File: src/rtl/my_bin2bcd_pkg.sv
// Shared definitions for the my_bin2bcd converter: FSM states, BCD code points
// and the per-digit add-3 correction used by the shift-add-3 algorithm.
package my_bin2bcd_pkg;

    typedef enum logic {
        S_IDLE  = 1'b0,
        S_SHIFT = 1'b1
    } state_t;

    localparam logic [3:0] BCD_BLANK = 4'hF;
    localparam logic [3:0] BCD_NINE  = 4'h9;

    function automatic logic [3:0] add3(input logic [3:0] nibble);
        return (nibble >= 4'd5) ? (nibble + 4'd3) : nibble;
    endfunction

endpackage

File: src/rtl/my_bcd_digit_adj.sv
// One BCD digit correction stage: adds 3 when the digit is 5 or more so that
// the following left shift carries correctly into the next decimal digit.
module my_bcd_digit_adj
    import my_bin2bcd_pkg::*;
(
    input  logic [3:0] digit,
    output logic [3:0] adjusted
);

    assign adjusted = add3(digit);

endmodule

File: src/rtl/my_bin2bcd.sv
// Sequential binary-to-BCD converter, one input bit per clock (shift-add-3).
// Optional build macro MY_BIN2BCD_BLANK_EN replaces leading-zero digits with 4'hF.
module my_bin2bcd
    import my_bin2bcd_pkg::*;
#(
    parameter int W = 16,
    parameter int D = 4
) (
    input  logic           clk,
    input  logic           rst_n,
    input  logic           in_valid,
    output logic           in_ready,
    input  logic [W-1:0]   in_bin,
    output logic           out_valid,
    output logic [4*D-1:0] out_bcd,
    output logic           out_ovf
);

    localparam int CNT_W = (W > 1) ? $clog2(W) : 1;
    localparam logic [CNT_W-1:0] CNT_LAST = CNT_W'(W - 1);

    state_t           state;
    state_t           state_next;
    logic [W-1:0]     shift_reg;
    logic [4*D-1:0]   bcd_acc;
    logic [4*D-1:0]   bcd_adj;
    logic [4*D-1:0]   bcd_shifted;
    logic [4*D-1:0]   bcd_final;
    logic             ovf_acc;
    logic             ovf_next;
    logic [CNT_W-1:0] bit_cnt;
    logic             accept;
    logic             last_bit;
`ifdef MY_BIN2BCD_BLANK_EN
    logic             leading;
`endif

    for (genvar i = 0; i < D; i++) begin : g_adj
        my_bcd_digit_adj u_adj (
            .digit    (bcd_acc[4*i +: 4]),
            .adjusted (bcd_adj[4*i +: 4])
        );
    end

    // A 1 pushed out of the top digit means the value has passed 10^D-1.
    assign bcd_shifted = {bcd_adj[4*D-2:0], shift_reg[W-1]};
    assign ovf_next    = ovf_acc | bcd_adj[4*D-1];

    always_ff @(posedge clk or negedge rst_n) begin
        if (!rst_n) begin
            state <= S_IDLE;
        end else begin
            state <= state_next;
        end
    end

    always_comb begin
        state_next = state;
        in_ready   = 1'b0;
        accept     = 1'b0;
        last_bit   = 1'b0;
        case (state)
            S_IDLE: begin
                in_ready = 1'b1;
                if (in_valid) begin
                    accept     = 1'b1;
                    state_next = S_SHIFT;
                end
            end
            S_SHIFT: begin
                if (bit_cnt == '0) begin
                    last_bit   = 1'b1;
                    state_next = S_IDLE;
                end
            end
            default: state_next = S_IDLE;
        endcase
    end

    always_comb begin
        bcd_final = bcd_shifted;
`ifdef MY_BIN2BCD_BLANK_EN
        leading = 1'b1;
`endif
        if (ovf_next) begin
            bcd_final = {D{BCD_NINE}};
        end else begin
`ifdef MY_BIN2BCD_BLANK_EN
            // Digit 0 is left alone so a zero value still shows a single 0.
            for (int i = D - 1; i >= 1; i--) begin
                if (leading && (bcd_shifted[4*i +: 4] == 4'd0)) begin
                    bcd_final[4*i +: 4] = BCD_BLANK;
                end else begin
                    leading = 1'b0;
                end
            end
`endif
        end
    end

    always_ff @(posedge clk or negedge rst_n) begin
        if (!rst_n) begin
            shift_reg <= '0;
            bcd_acc   <= '0;
            ovf_acc   <= 1'b0;
            bit_cnt   <= '0;
            out_valid <= 1'b0;
            out_bcd   <= '0;
            out_ovf   <= 1'b0;
        end else begin
            out_valid <= 1'b0;
            if (accept) begin
                shift_reg <= in_bin;
                bcd_acc   <= '0;
                ovf_acc   <= 1'b0;
                bit_cnt   <= CNT_LAST;
            end else if (state == S_SHIFT) begin
                shift_reg <= shift_reg << 1;
                bcd_acc   <= bcd_shifted;
                ovf_acc   <= ovf_next;
                bit_cnt   <= bit_cnt - CNT_W'(1);
                if (last_bit) begin
                    out_bcd   <= bcd_final;
                    out_ovf   <= ovf_next;
                    out_valid <= 1'b1;
                end
            end
        end
    end

endmodule

File: config.mk
export PLATFORM = sky130hd
export DESIGN_NAME = my_bin2bcd
export DESIGN_NICKNAME = d
export VERILOG_FILES = /design/src/rtl/my_bin2bcd_pkg.sv /design/src/rtl/my_bcd_digit_adj.sv /design/src/rtl/my_bin2bcd.sv
export SDC_FILE = /design/constraint.sdc
export NUM_CORES = 1
export LEC_CHECK = 0
export BUFFER_PORTS_ARGS = -buffer_cell sky130_fd_sc_hd__buf_4
export CORE_UTILIZATION = 55
export CTS_CLUSTER_SIZE = 40
export DETAILED_ROUTE_END_ITERATION = 7
export PLACE_DENSITY_LB_ADDON = 0.12
export RECOVER_POWER = 50
export SETUP_SLACK_MARGIN = 0.5
export SLEW_MARGIN = 20
export SYNTH_ARGS = -nofsm -noshare
export SYNTH_HDL_FRONTEND = slang
export SYNTH_SLANG_ARGS = --single-unit
File: constraint.sdc
create_clock -name clk -period 4.2 [get_ports clk]
set_input_delay 0.21 -clock clk [delete_from_list [all_inputs] [get_ports clk]]
set_output_delay 0.21 -clock clk [all_outputs]
set_load 0.05 [all_outputs]
==> flow_metrics.env, run 1 <==
export IMPL_outcome="completed"
export IMPL_multi_input_logic_area_mm2=0.001215
export IMPL_cts_inserted_buffers=5
export IMPL_whs_endpoint="shift_reg[0]"
export IMPL_finClkSkew_ps=9.298
export IMPL_insertedDiodeCount=0
export IMPL_timing_reg2reg_setup_slack_ps=2200
export IMPL_input_output_buffers=37
export IMPL_drc=0
export IMPL_grt_overflow=0
export IMPL_area_growth_from_synthesis_to_layout_pct=15.93
export IMPL_clock_tree_htree_level_count=2
export IMPL_cellInternalPower_mw=1.353
export IMPL_postSynthCellCount=262
export IMPL_final_worst_path_period_share_pct=47.53
export IMPL_synth_enable_flop_cells=0
export IMPL_min_path_cells=3
export IMPL_mappedNetlistArea_mm2=0.002725
export IMPL_timing_critical_path_arrival_ps=2150
export IMPL_synth_seq_cells=56
export IMPL_cp_data_required_time_ps=4360
export IMPL_layout_filler_cells=402
export IMPL_total_leakage_power_nw=1.400
export IMPL_yosys_most_used_dff="dfrtp_1"
export IMPL_clock_sinks=56
export IMPL_drt_wl_total_mm=5.181
export IMPL_yosysMostFrequentCell="dfrtp_1"
export IMPL_routed_via_count=1994
export IMPL_post_synth_top_area_fraction_pct=51.42
export IMPL_clk_latency_ps=310
export IMPL_worst_hold_check_path_type="input pin to flip-flop"
export IMPL_floorplan_core_area_mm2=0.004755
export IMPL_post_synth_main_area_contributors="dfrtp_1, o21ai_0, mux2i_1, ha_1, nand2_1"
export IMPL_wire_per_inst_um=14.27
export IMPL_worst_setup_path_type="flip-flop to flip-flop"
export IMPL_tritoncts="done"
export IMPL_cts_max_path_buffers=2
export IMPL_worstSetupEndpointType="flip-flop"
export IMPL_switching_share_pct=43.20
export IMPL_hold_viol=0
export IMPL_power_density_mw_per_mm2=753.9
export IMPL_p_switching_mw=1.029
export IMPL_asr_flop_ratio_synth_pct=100.0
export IMPL_drt_iter0_markers=108
export IMPL_r2r_start="bcd_acc[12]"
export IMPL_gpl_final_weighted_congestion=0.7716
export IMPL_ir_worst_vdd_mv=0.4639
export IMPL_antenna_violating_nets_left=0
export IMPL_die_x_um=72.39
export IMPL_postSynthNetCount=291
export IMPL_power_frac_seq_pct=38.8
export IMPL_max_slew_margin_pct=53.14
export IMPL_worst_r2r_path_depth=6
export IMPL_detailedPlacementHpwl_mm=3.459
export IMPL_transition_at_the_pin_with_the_smallest_max_transition_slack_ps=701.7
export IMPL_hold_ws_ps=181.0
export IMPL_grt_setup_unrepaired="false"
export IMPL_worstReg2RegEnd="out_bcd[4]"
export IMPL_post_synth_cell_area_avg_um2=10.40
export IMPL_antenna_found_initial=0
export IMPL_finish_net_count=324
export IMPL_crit_path_max_fanout=9
export IMPL_synth_largest_area_cell="dfrtp_1"
export IMPL_clock_tree_root_cell="clkbuf_8"
export IMPL_max_cap_viols=0
export IMPL_first_global_vias=1875
export IMPL_synth_cell_types=31
export IMPL_grt_pass1_wl_mm=8.597
export IMPL_chipHeight_um=72.39
export IMPL_cts_repair_resized=0
export IMPL_synth_top_cells_by_count="dfrtp_1, o21ai_0, nand2_1"
export IMPL_maximum_number_of_pins_on_one_net_before_global_route_repair=57
export IMPL_grt_usage_pct=21.47
export IMPL_io_pins=38
export IMPL_placementRows=25
export IMPL_power_share_clock_pct=15.9
export IMPL_setup_tns_ps=0
export IMPL_regArea_mm2=0.001401
export IMPL_yosysWarnings=0
export IMPL_final_number_of_setup_violating_endpoints=0
export IMPL_post_route_cells_drive_above_1_share_pct=19.59
export IMPL_worstSetupStartpointType="flip-flop"
export IMPL_synth_yosys_seq_area_share_pct=51.42
export IMPL_slew_viol_final=0
export IMPL_design_die_area_mm2=0.005240
export IMPL_combPwrFrac_pct=45.4
export IMPL_drt_pass1_iterations=4
export IMPL_max_freq_mhz=501.0
export IMPL_min_period_ps=1996
export IMPL_cts_reportedPaths_clkPinSlew_ps=100
export IMPL_start_util_pct=57.32
export IMPL_avgViaCountPerCell=5.493
export IMPL_hold_path_startpoint="in_bin[0]"
## power by group through the flow
stage / logic [mW] / clock network, mW / registers (mW)
finish: 1.08 / 0.378 / 0.924
global route: 1.21 / 0.408 / 0.951
CTS: 1.11 / 0.390 / 0.923
detailed placement: 1.10 / 0 / 0.934
global placement: 1.07 / 0 / 0.925
floorplan: 0.653 / 0 / 1.08
## final cells by class
type	instances	area share, %
Sequential cell	56	44.36
Multi-Input combinational cell	179	38.46
Timing Repair Buffer	41	9.109
Clock buffer	7	3.050
Tap cell	67	2.653
Inverter	12	1.426
Clock inverter	1	0.9505
## critical path, stage by stage, from the launching register on
cell and delay [ps]:
dfrtp_1 440, inv_1 130, ha_1 200, nand2b_1 80
nor3b_2 180, a211oi_2 620, a31oi_1 200
## worst max-delay path by stage
stage | start | end | depth (start not counted)
after global routing | bcd_acc[12] | out_bcd[4] | 6
after CTS | bcd_acc[12] | out_bcd[4] | 6
after global placement | bcd_acc[12] | out_bcd[3] | 6
after detailed placement | bcd_acc[12] | out_bcd[7] | 6
after floorplan | bcd_acc[12] | out_bcd[14] | 6
final | bcd_acc[12] | out_bcd[4] | 6
## stage by stage
stage / power, mW / utilization (%) / cell area (um^2) / cells / setup slack, ps
detailed placement: 2.034 / 64.05 / 3045 / 354 / 2223
global placement: 1.996 / 64.05 / 3045 / 354 / 2326
global route: 2.566 / 66.45 / 3159 / 363 / 2059
finish: 2.382 / 66.45 / 3159 / 363 / 2204
CTS: 2.420 / 66.92 / 3182 / 363 / 2200
floorplan: 1.734 / - / 2725 / 262 / 2588
## what timing repair did
action                                 CTS  global route
hold buffers                             1             0
endpoints found under the hold margin   56             0
setup buffers                            0             0
## cell families after synthesis
logic type | Yosys count | share of synthesized area (%)
compound gates | 72 | 17.26
simple gates | 72 | 13.59
flops | 56 | 51.42
buf+inv | 27 | 3.994
mux | 20 | 7.530
fa+ha+maj | 10 | 4.591
xor+xnor | 5 | 1.607
## per-layer routing
| metal | routed length (um) | GRT usage, % | up-vias | part of all wire, % |
|---|---|---|---|---|
| li1 | - | - | 977 | - |
| met1 | 2369 | 28.97 | 970 | 46 |
| met2 | 2526 | 35.10 | 40 | 49 |
| met3 | 226 | 4.167 | 7 | 4.4 |
| met4 | 59 | 6.972 | 0 | 1.1 |
| met5 | 0 | 0 | - | 0 |
## layout by cell type (no fill, tap or decap), types with 10 or more instances in the layout
cell     instances
ha_1            10
nor2_1          13
dfrtp_1         56
mux2i_1         16
a21oi_1         17
nand2_1         27
o21ai_0         33
inv_1           10
buf_4           34
(Power assumes the default switching activity.)
==> inputs of run 2 (changes only) <==
- ABC_AREA: unset -> 1
- CORE_UTILIZATION: 55 -> 51
- clock period: 4.2 -> 1.67 ns (I/O delays scaled with it)
==> run 2 against run 1 <==
Net effect:
- largest power group unchanged
- utilization is 16 points higher
- critical path type unchanged
- total power rose to 3.9 times the previous value
- clock skew down 2.2 ps
- the flow now finishes with violations (hold timing)
- combinational power rose to 5.7 times the previous value
- setup slack worse by 2000 ps
- maximum frequency grew 38%
- die area up 10%
- worst hold slack lost 180 ps
- non-clock buffer count increased by 62
- synthesized area rose by 2.4%
- final area up 36%
==> flow_metrics.env, run 2 <==
export IMPL_synthSimpleGateAreaFrac_pct=23.99
export IMPL_post_synth_cell_area_avg_um2=8.559
export IMPL_finClkSkew_ps=7.066
export IMPL_hold_ws_ps=-0.8135
export IMPL_avgViaCountPerCell=5.618
export IMPL_routed_via_count=2809
export IMPL_min_path_cells=3
export IMPL_synth_top_cells_by_count="nand2_1, dfrtp_1, inv_1"
export IMPL_worst_r2r_path_depth=8
export IMPL_mostFrequentLayoutCell="buf_4"
export IMPL_worstSetupStartpointType="flip-flop"
export IMPL_slew_viol_final=0
export IMPL_input_output_buffers=37
export IMPL_synth_cell_types=27
export IMPL_placedCellCount=425
export IMPL_timing_critical_path_arrival_ps=1670
export IMPL_drt_iter0_markers=319
export IMPL_area_growth_from_synthesis_to_layout_pct=53.68
export IMPL_cts_reportedPaths_clkPinSlew_ps=100
export IMPL_yosysMostFrequentCell="nand2_1"
export IMPL_insertedDiodeCount=0
export IMPL_die_x_um=75.97
export IMPL_start_util_pct=53.94
export IMPL_design_die_area_mm2=0.005771
export IMPL_post_synth_main_area_contributors="dfrtp_1, nand2_1, nand3_1, inv_1, ha_1"
export IMPL_max_cap_viols=0
export IMPL_gpl_final_weighted_congestion=0.8864
export IMPL_final_cell_mix="buf_4, dfrtp_1, nand2_1, inv_1, o21ai_1"
export IMPL_clock_sinks=56
export IMPL_io_pins=38
export IMPL_max_freq_mhz=693.2
export IMPL_drt_pass1_iterations=5
export IMPL_layout_filler_cells=275
export IMPL_ir_worst_vdd_mv=1.265
export IMPL_worst_setup_path_type="flip-flop to flip-flop"
export IMPL_final_number_of_setup_violating_endpoints=0
export IMPL_grt_overflow=0
export IMPL_postSynthNetCount=355
export IMPL_worstSetupEndpointType="flip-flop"
export IMPL_maximum_number_of_pins_on_one_net_before_global_route_repair=57
export IMPL_synth_seq_cells=56
export IMPL_adder_and_majority_cell_fraction_of_the_synthesized_area_pct=4.484
export IMPL_post_route_cells_drive_above_1_share_pct=44.88
export IMPL_yosys_most_used_dff="dfrtp_1"
export IMPL_placementRows=26
export IMPL_cp_data_required_time_ps=1900
export IMPL_failed_checks="hold timing"
export IMPL_max_slew_margin_pct=51.53
export IMPL_synth_compound_area_share_pct=12.15
export IMPL_dominant_combinational_cell_family_by_area_after_synthesis="simple AND/OR/NAND/NOR gates"
export IMPL_postSynthCellCount=326
export IMPL_synth_area_mux_share_pct=0
export IMPL_power_density_mw_per_mm2=2186
export IMPL_worst_hold_check_path_type="input pin to flip-flop"
export IMPL_transition_at_the_pin_with_the_smallest_max_transition_slack_ps=727.0
export IMPL_clock_tree_root_cell="clkbuf_8"
export IMPL_grt_setup_unrepaired="true"
export IMPL_wire_per_inst_um=17.68
export IMPL_xor_xnor_fraction_of_synth_area_pct=0
export IMPL_total_leakage_power_nw=1.948
export IMPL_outcome="complete, but fails checks"
export IMPL_first_global_vias=2702
export IMPL_cts_max_path_buffers=2
export IMPL_antenna_violating_nets_left=0
export IMPL_synth_largest_area_cell="dfrtp_1"
export IMPL_grt_pass1_wl_mm=12.75
export IMPL_final_worst_path_period_share_pct=86.39
export IMPL_setup_tns_ps=0
export IMPL_clk_latency_ps=320
export IMPL_drt_wl_total_mm=8.838
export IMPL_cts_inserted_buffers=5
export IMPL_synth_yosys_seq_area_share_pct=50.22
export IMPL_chipHeight_um=75.97
export IMPL_clock_tree_htree_level_count=2
export IMPL_asr_flop_ratio_synth_pct=100.0
export IMPL_crit_path_max_fanout=11
export IMPL_min_period_ps=1443
export IMPL_yosysWarnings=0
export IMPL_finish_net_count=458
export IMPL_synth_enable_flop_cells=0
export IMPL_post_synth_top_area_fraction_pct=50.22
export IMPL_detailedPlacementHpwl_mm=3.957
export IMPL_mappedNetlistArea_mm2=0.002790
export IMPL_tritoncts="done"
export IMPL_hold_viol=1
export IMPL_drc=0
export IMPL_antenna_found_initial=0
export IMPL_floorplan_core_area_mm2=0.005172
export IMPL_grt_usage_pct=28.07
export IMPL_post_layout_nonfiller_instances=500
==> run 2: changes by cell type after synthesis, moves of 11 or more <==
cell / previous run / this run
o21ai_1: 1 / 24
nand2_1: 27 / 76
mux2i_1: 16 / 0
inv_1: 10 / 42
nand3_1: 1 / 32
a21oi_1: 17 / 6
o21ai_0: 33 / 9
==> run 2: cells by family after synthesis <==
group           after synthesis
simple gates                146
compound gates               57
buf+inv                      57
flops                        56
fa+ha+maj                    10
==> run 2: worst max-delay path: stages, from the launching register on <==
cell and delay [ps]:
dfrtp_1 410, inv_2 80, ha_4 120, inv_2 40, nor2_4 160, nand2_8 140, inv_12 110, nand3_1 100
o21ai_1 180
==> run 2: final timing paths <==
| path | endpoint | slack [ps] | from |
|---|---|---|---|
| worst max-delay path | out_bcd[13] | 230 | bit_cnt[0] |
| worst min-delay path | shift_reg[13] | -0.8 | in_bin[13] |
| worst max register to register | out_bcd[13] | 230 | bit_cnt[0] |
| worst min register to register | out_bcd[0] | 500 | out_bcd[0] |
| max in group asynchronous | state | 780 | rst_n |
| min in group asynchronous | bcd_acc[5] | 340 | rst_n |
==> run 2: timing repair <==
action / CTS / global route
gates resized for setup: 82 / 64
gates cloned: 5 / 2
hold buffers: 13 / 0
setup endpoints to repair: 50 / 55
endpoints found under the hold margin: 68 / 0
pin swaps: 24 / 18
buffers inserted: 32 / 15
==> run 2: routing by layer <==
layer | up-vias | global-route usage, % | part of all wire, %
li1 | 1278 | - | -
met1 | 1359 | 34.47 | 38
met2 | 143 | 50.82 | 53
met3 | 29 | 2.892 | 6.0
met4 | 0 | 10.58 | 3.0
met5 | - | 0 | 0
==> run 2: layout make-up <==
| type | instances | area [um^2] | share of cell area [%] |
|---|---|---|---|
| tap | 70 | 87.58 | 2.043 |
| clock inverter | 2 | 10.01 | 0.2334 |
| clock buffer | 6 | 82.58 | 1.926 |
| inverter | 46 | 215.2 | 5.019 |
| timing repair buffer | 103 | 833.3 | 19.43 |
| multi-input combinational | 215 | 1632 | 38.05 |
| sequential | 56 | 1405 | 32.77 |
| timing repair inverter | 2 | 22.52 | 0.5252 |
==> run 2: through the flow <==
step,worst slack [ps],area (um^2),hold slack [ps],total power [mW],util [%]
after CTS,343.0,3946,2.331,8.195,76.29
after global placement,185.7,3153,180.7,5.960,60.96
after detailed placement,178.8,3153,183.6,6.056,60.96
after global routing,182.2,4288,15.41,9.890,82.90
after floorplan,363.2,2845,-212.1,5.161,-
final,227.4,4288,-0.8135,9.374,82.90
==> run 2: report_power, final <==
part	internal (mW)	switching, mW	total (mW)
logic	2.44	3.70	6.14
registers	1.95	0.495	2.44
clock network	0.333	0.459	0.792
==> inputs of run 3 (changes only) <==
- BUFFER_PORTS_ARGS: -buffer_cell sky130_fd_sc_hd__buf_4 -> unset
- CORE_UTILIZATION: 51 -> 55
- CTS_CLUSTER_DIAMETER: unset -> 200
- DONT_BUFFER_PORTS: unset -> 1
==> run 3 against run 2 <==
Net effect:
- the run still ends with hold timing left
- sequential cell count did not move
- cell count decreased by 7.4%
- via count is 3.2% higher
- worst hold slack got worse by 560 ps
- total power grew 2.8%
- setup slack worse by 99 ps
- global-route usage up 3.8 points
- die area down 7.1%
- critical path type unchanged
==> flow_metrics.env, run 3 (same netlist as run 2, synthesis figures left out) <==
export IMPL_finish_net_count=424
export IMPL_final_number_of_setup_violating_endpoints=0
export IMPL_worst_r2r_path_depth=9
export IMPL_outcome="complete, but fails checks"
export IMPL_max_cap_viols=0
export IMPL_r2r_start="bit_cnt[0]"
export IMPL_tritoncts="done"
export IMPL_wire_per_inst_um=21.37
export IMPL_hold_ws_ps=-560.2
export IMPL_input_output_buffers=0
export IMPL_timing_critical_path_arrival_ps=1770
export IMPL_drt_pass1_iterations=5
export IMPL_grt_usage_pct=31.90
export IMPL_clk_latency_ps=320
export IMPL_cts_inserted_buffers=5
export IMPL_failed_checks="hold timing"
export IMPL_io_pins=38
export IMPL_worstPathCellList="inv_2 > ha_4 > inv_2 > nor2_4 > nand2_8 > nor2_2 > nand3_1 > nand2_1 > inv_1"
export IMPL_worstReg2RegEnd="out_bcd[7]"
export IMPL_cts_max_path_buffers=2
export IMPL_grt_overflow=0
export IMPL_cp_num_cells=9
export IMPL_grt_pass1_wl_mm=12.68
export IMPL_timing_critical_path_mode_cell="inv_2"
export IMPL_worst_setup_path_type="flip-flop to flip-flop"
export IMPL_drc=0
export IMPL_detailedPlacementHpwl_mm=3.897
export IMPL_pre_cts_worst_setup_slack_ps=153.6
export IMPL_max_slew_margin_pct=60.25
export IMPL_first_global_vias=2562
export IMPL_slew_viol_final=0
export IMPL_clock_tree_root_cell="clkbuf_8"
export IMPL_transition_at_the_pin_with_the_smallest_max_transition_slack_ps=598.8
export IMPL_drt_wl_total_mm=9.892
export IMPL_worstSetupEndpointType="flip-flop"
export IMPL_cp_data_required_time_ps=1890
export IMPL_floorplan_core_area_mm2=0.004817
export IMPL_area_growth_from_synthesis_to_layout_pct=49.91
export IMPL_crit_path_top_delay_cell="dfrtp_1"
export IMPL_layout_setup_ws_ps=128.3
export IMPL_worst_hold_check_path_type="input pin to asynchronous set/reset pin"
export IMPL_worstSetupStartpointType="flip-flop"
export IMPL_die_x_um=73.23
export IMPL_cts_reportedPaths_clkPinSlew_ps=110
export IMPL_start_util_pct=57.92
export IMPL_gpl_final_weighted_congestion=0.8406
export IMPL_clock_sinks=56
export IMPL_routed_via_count=2900
export IMPL_design_die_area_mm2=0.005362
export IMPL_max_freq_mhz=648.6
export IMPL_post_route_cells_drive_above_1_share_pct=42.17
export IMPL_power_density_mw_per_mm2=2305
export IMPL_worstSetupStartpoint="bit_cnt[0]"
export IMPL_grt_setup_unrepaired="true"
export IMPL_avgViaCountPerCell=6.263
export IMPL_ir_worst_vdd_mv=1.210
export IMPL_drt_iter0_markers=300
export IMPL_cp_num_buf_inv=3
export IMPL_min_period_ps=1542
export IMPL_antenna_violating_nets_left=0
export IMPL_worstSetupEndpoint="out_bcd[7]"
export IMPL_setup_tns_ps=0
export IMPL_final_cell_mix="dfrtp_1, nand2_1, buf_4, inv_1, o21ai_1"
export IMPL_hold_viol=56
export IMPL_mostFrequentLayoutCell="dfrtp_1"
export IMPL_crit_path_max_fanout=6
export IMPL_antenna_found_initial=0
export IMPL_critPathTopFamily="simple AND/OR/NAND/NOR gates"
export IMPL_finClkSkew_ps=15.39
export IMPL_cts_hold_buf=16
export IMPL_chipHeight_um=73.23
export IMPL_placementRows=25
export IMPL_maximum_number_of_pins_on_one_net_before_global_route_repair=57
export IMPL_timing_reg2reg_setup_slack_ps=130
export IMPL_total_leakage_power_nw=1.832
export IMPL_final_worst_path_period_share_pct=92.32
export IMPL_clock_tree_htree_level_count=2
export IMPL_insertedDiodeCount=0
export IMPL_critPathMaxStageDelay_ps=420
## run 3: repair_timing
action	CTS	global route
gates resized for setup	82	76
endpoints found under the setup margin	55	57
pin swaps	29	22
cloned	4	4
buffers inserted	30	12
endpoints found under the hold margin	72	56
## run 3: worst min-delay path by stage
stage,start,cells past startpoint,slack (ps),end
5_1_grt,rst_n,0,-570,bcd_acc[11]
3_3_place_gp,rst_n,0,-210,bcd_acc[9]
3_5_place_dp,rst_n,0,-210,out_bcd[5]
6_report,rst_n,0,-560,out_bcd[15]
4_1_cts,rst_n,0,-550,bcd_acc[1]
2_1_floorplan,rst_n,0,-210,bcd_acc[0]
## run 3: metrics by stage
stage               power (mW)  std cells  area, um^2  utilization (%)  hold WS, ps
floorplan                5.161        326        2845                -       -212.1
global placement         5.679        389        2902            60.23       -210.3
detailed placement       5.774        389        2902            60.23       -210.5
CTS                      8.012        447        3744            77.71       -551.6
global route             10.09        463        4183            86.83       -573.2
finish                   9.640        463        4183            86.83       -560.2
## run 3: final cells by class
class                           instances  area [um^2]
Clock buffer                            6        82.58
Clock inverter                          2        38.79
Fill cell                             237        634.4
Inverter                               46        215.2
Multi-Input combinational cell        215         1685
Sequential cell                        56         1405
Tap cell                               67        83.83
Timing Repair Buffer                   67        634.4
Timing Repair inverter                  4        37.54
## run 3: power breakdown
part	leakage, nW	switching [mW]	internal [mW]	total [mW]
clock network	0.0614	0.486	0.492	0.978
logic	1.09	3.39	2.30	5.69
registers	0.683	1.04	1.94	2.97
total	1.83	4.91	4.73	9.64
## run 3: routing by layer
metal / wire (um) / vias up / GRT usage, %
met4: 553 / 0 / 11.11
met2: 4916 / 211 / 55.14
li1: - / 1213 / -
met5: 0 / - / 0
met1: 3600 / 1412 / 40.27
met3: 822 / 64 / 5.387
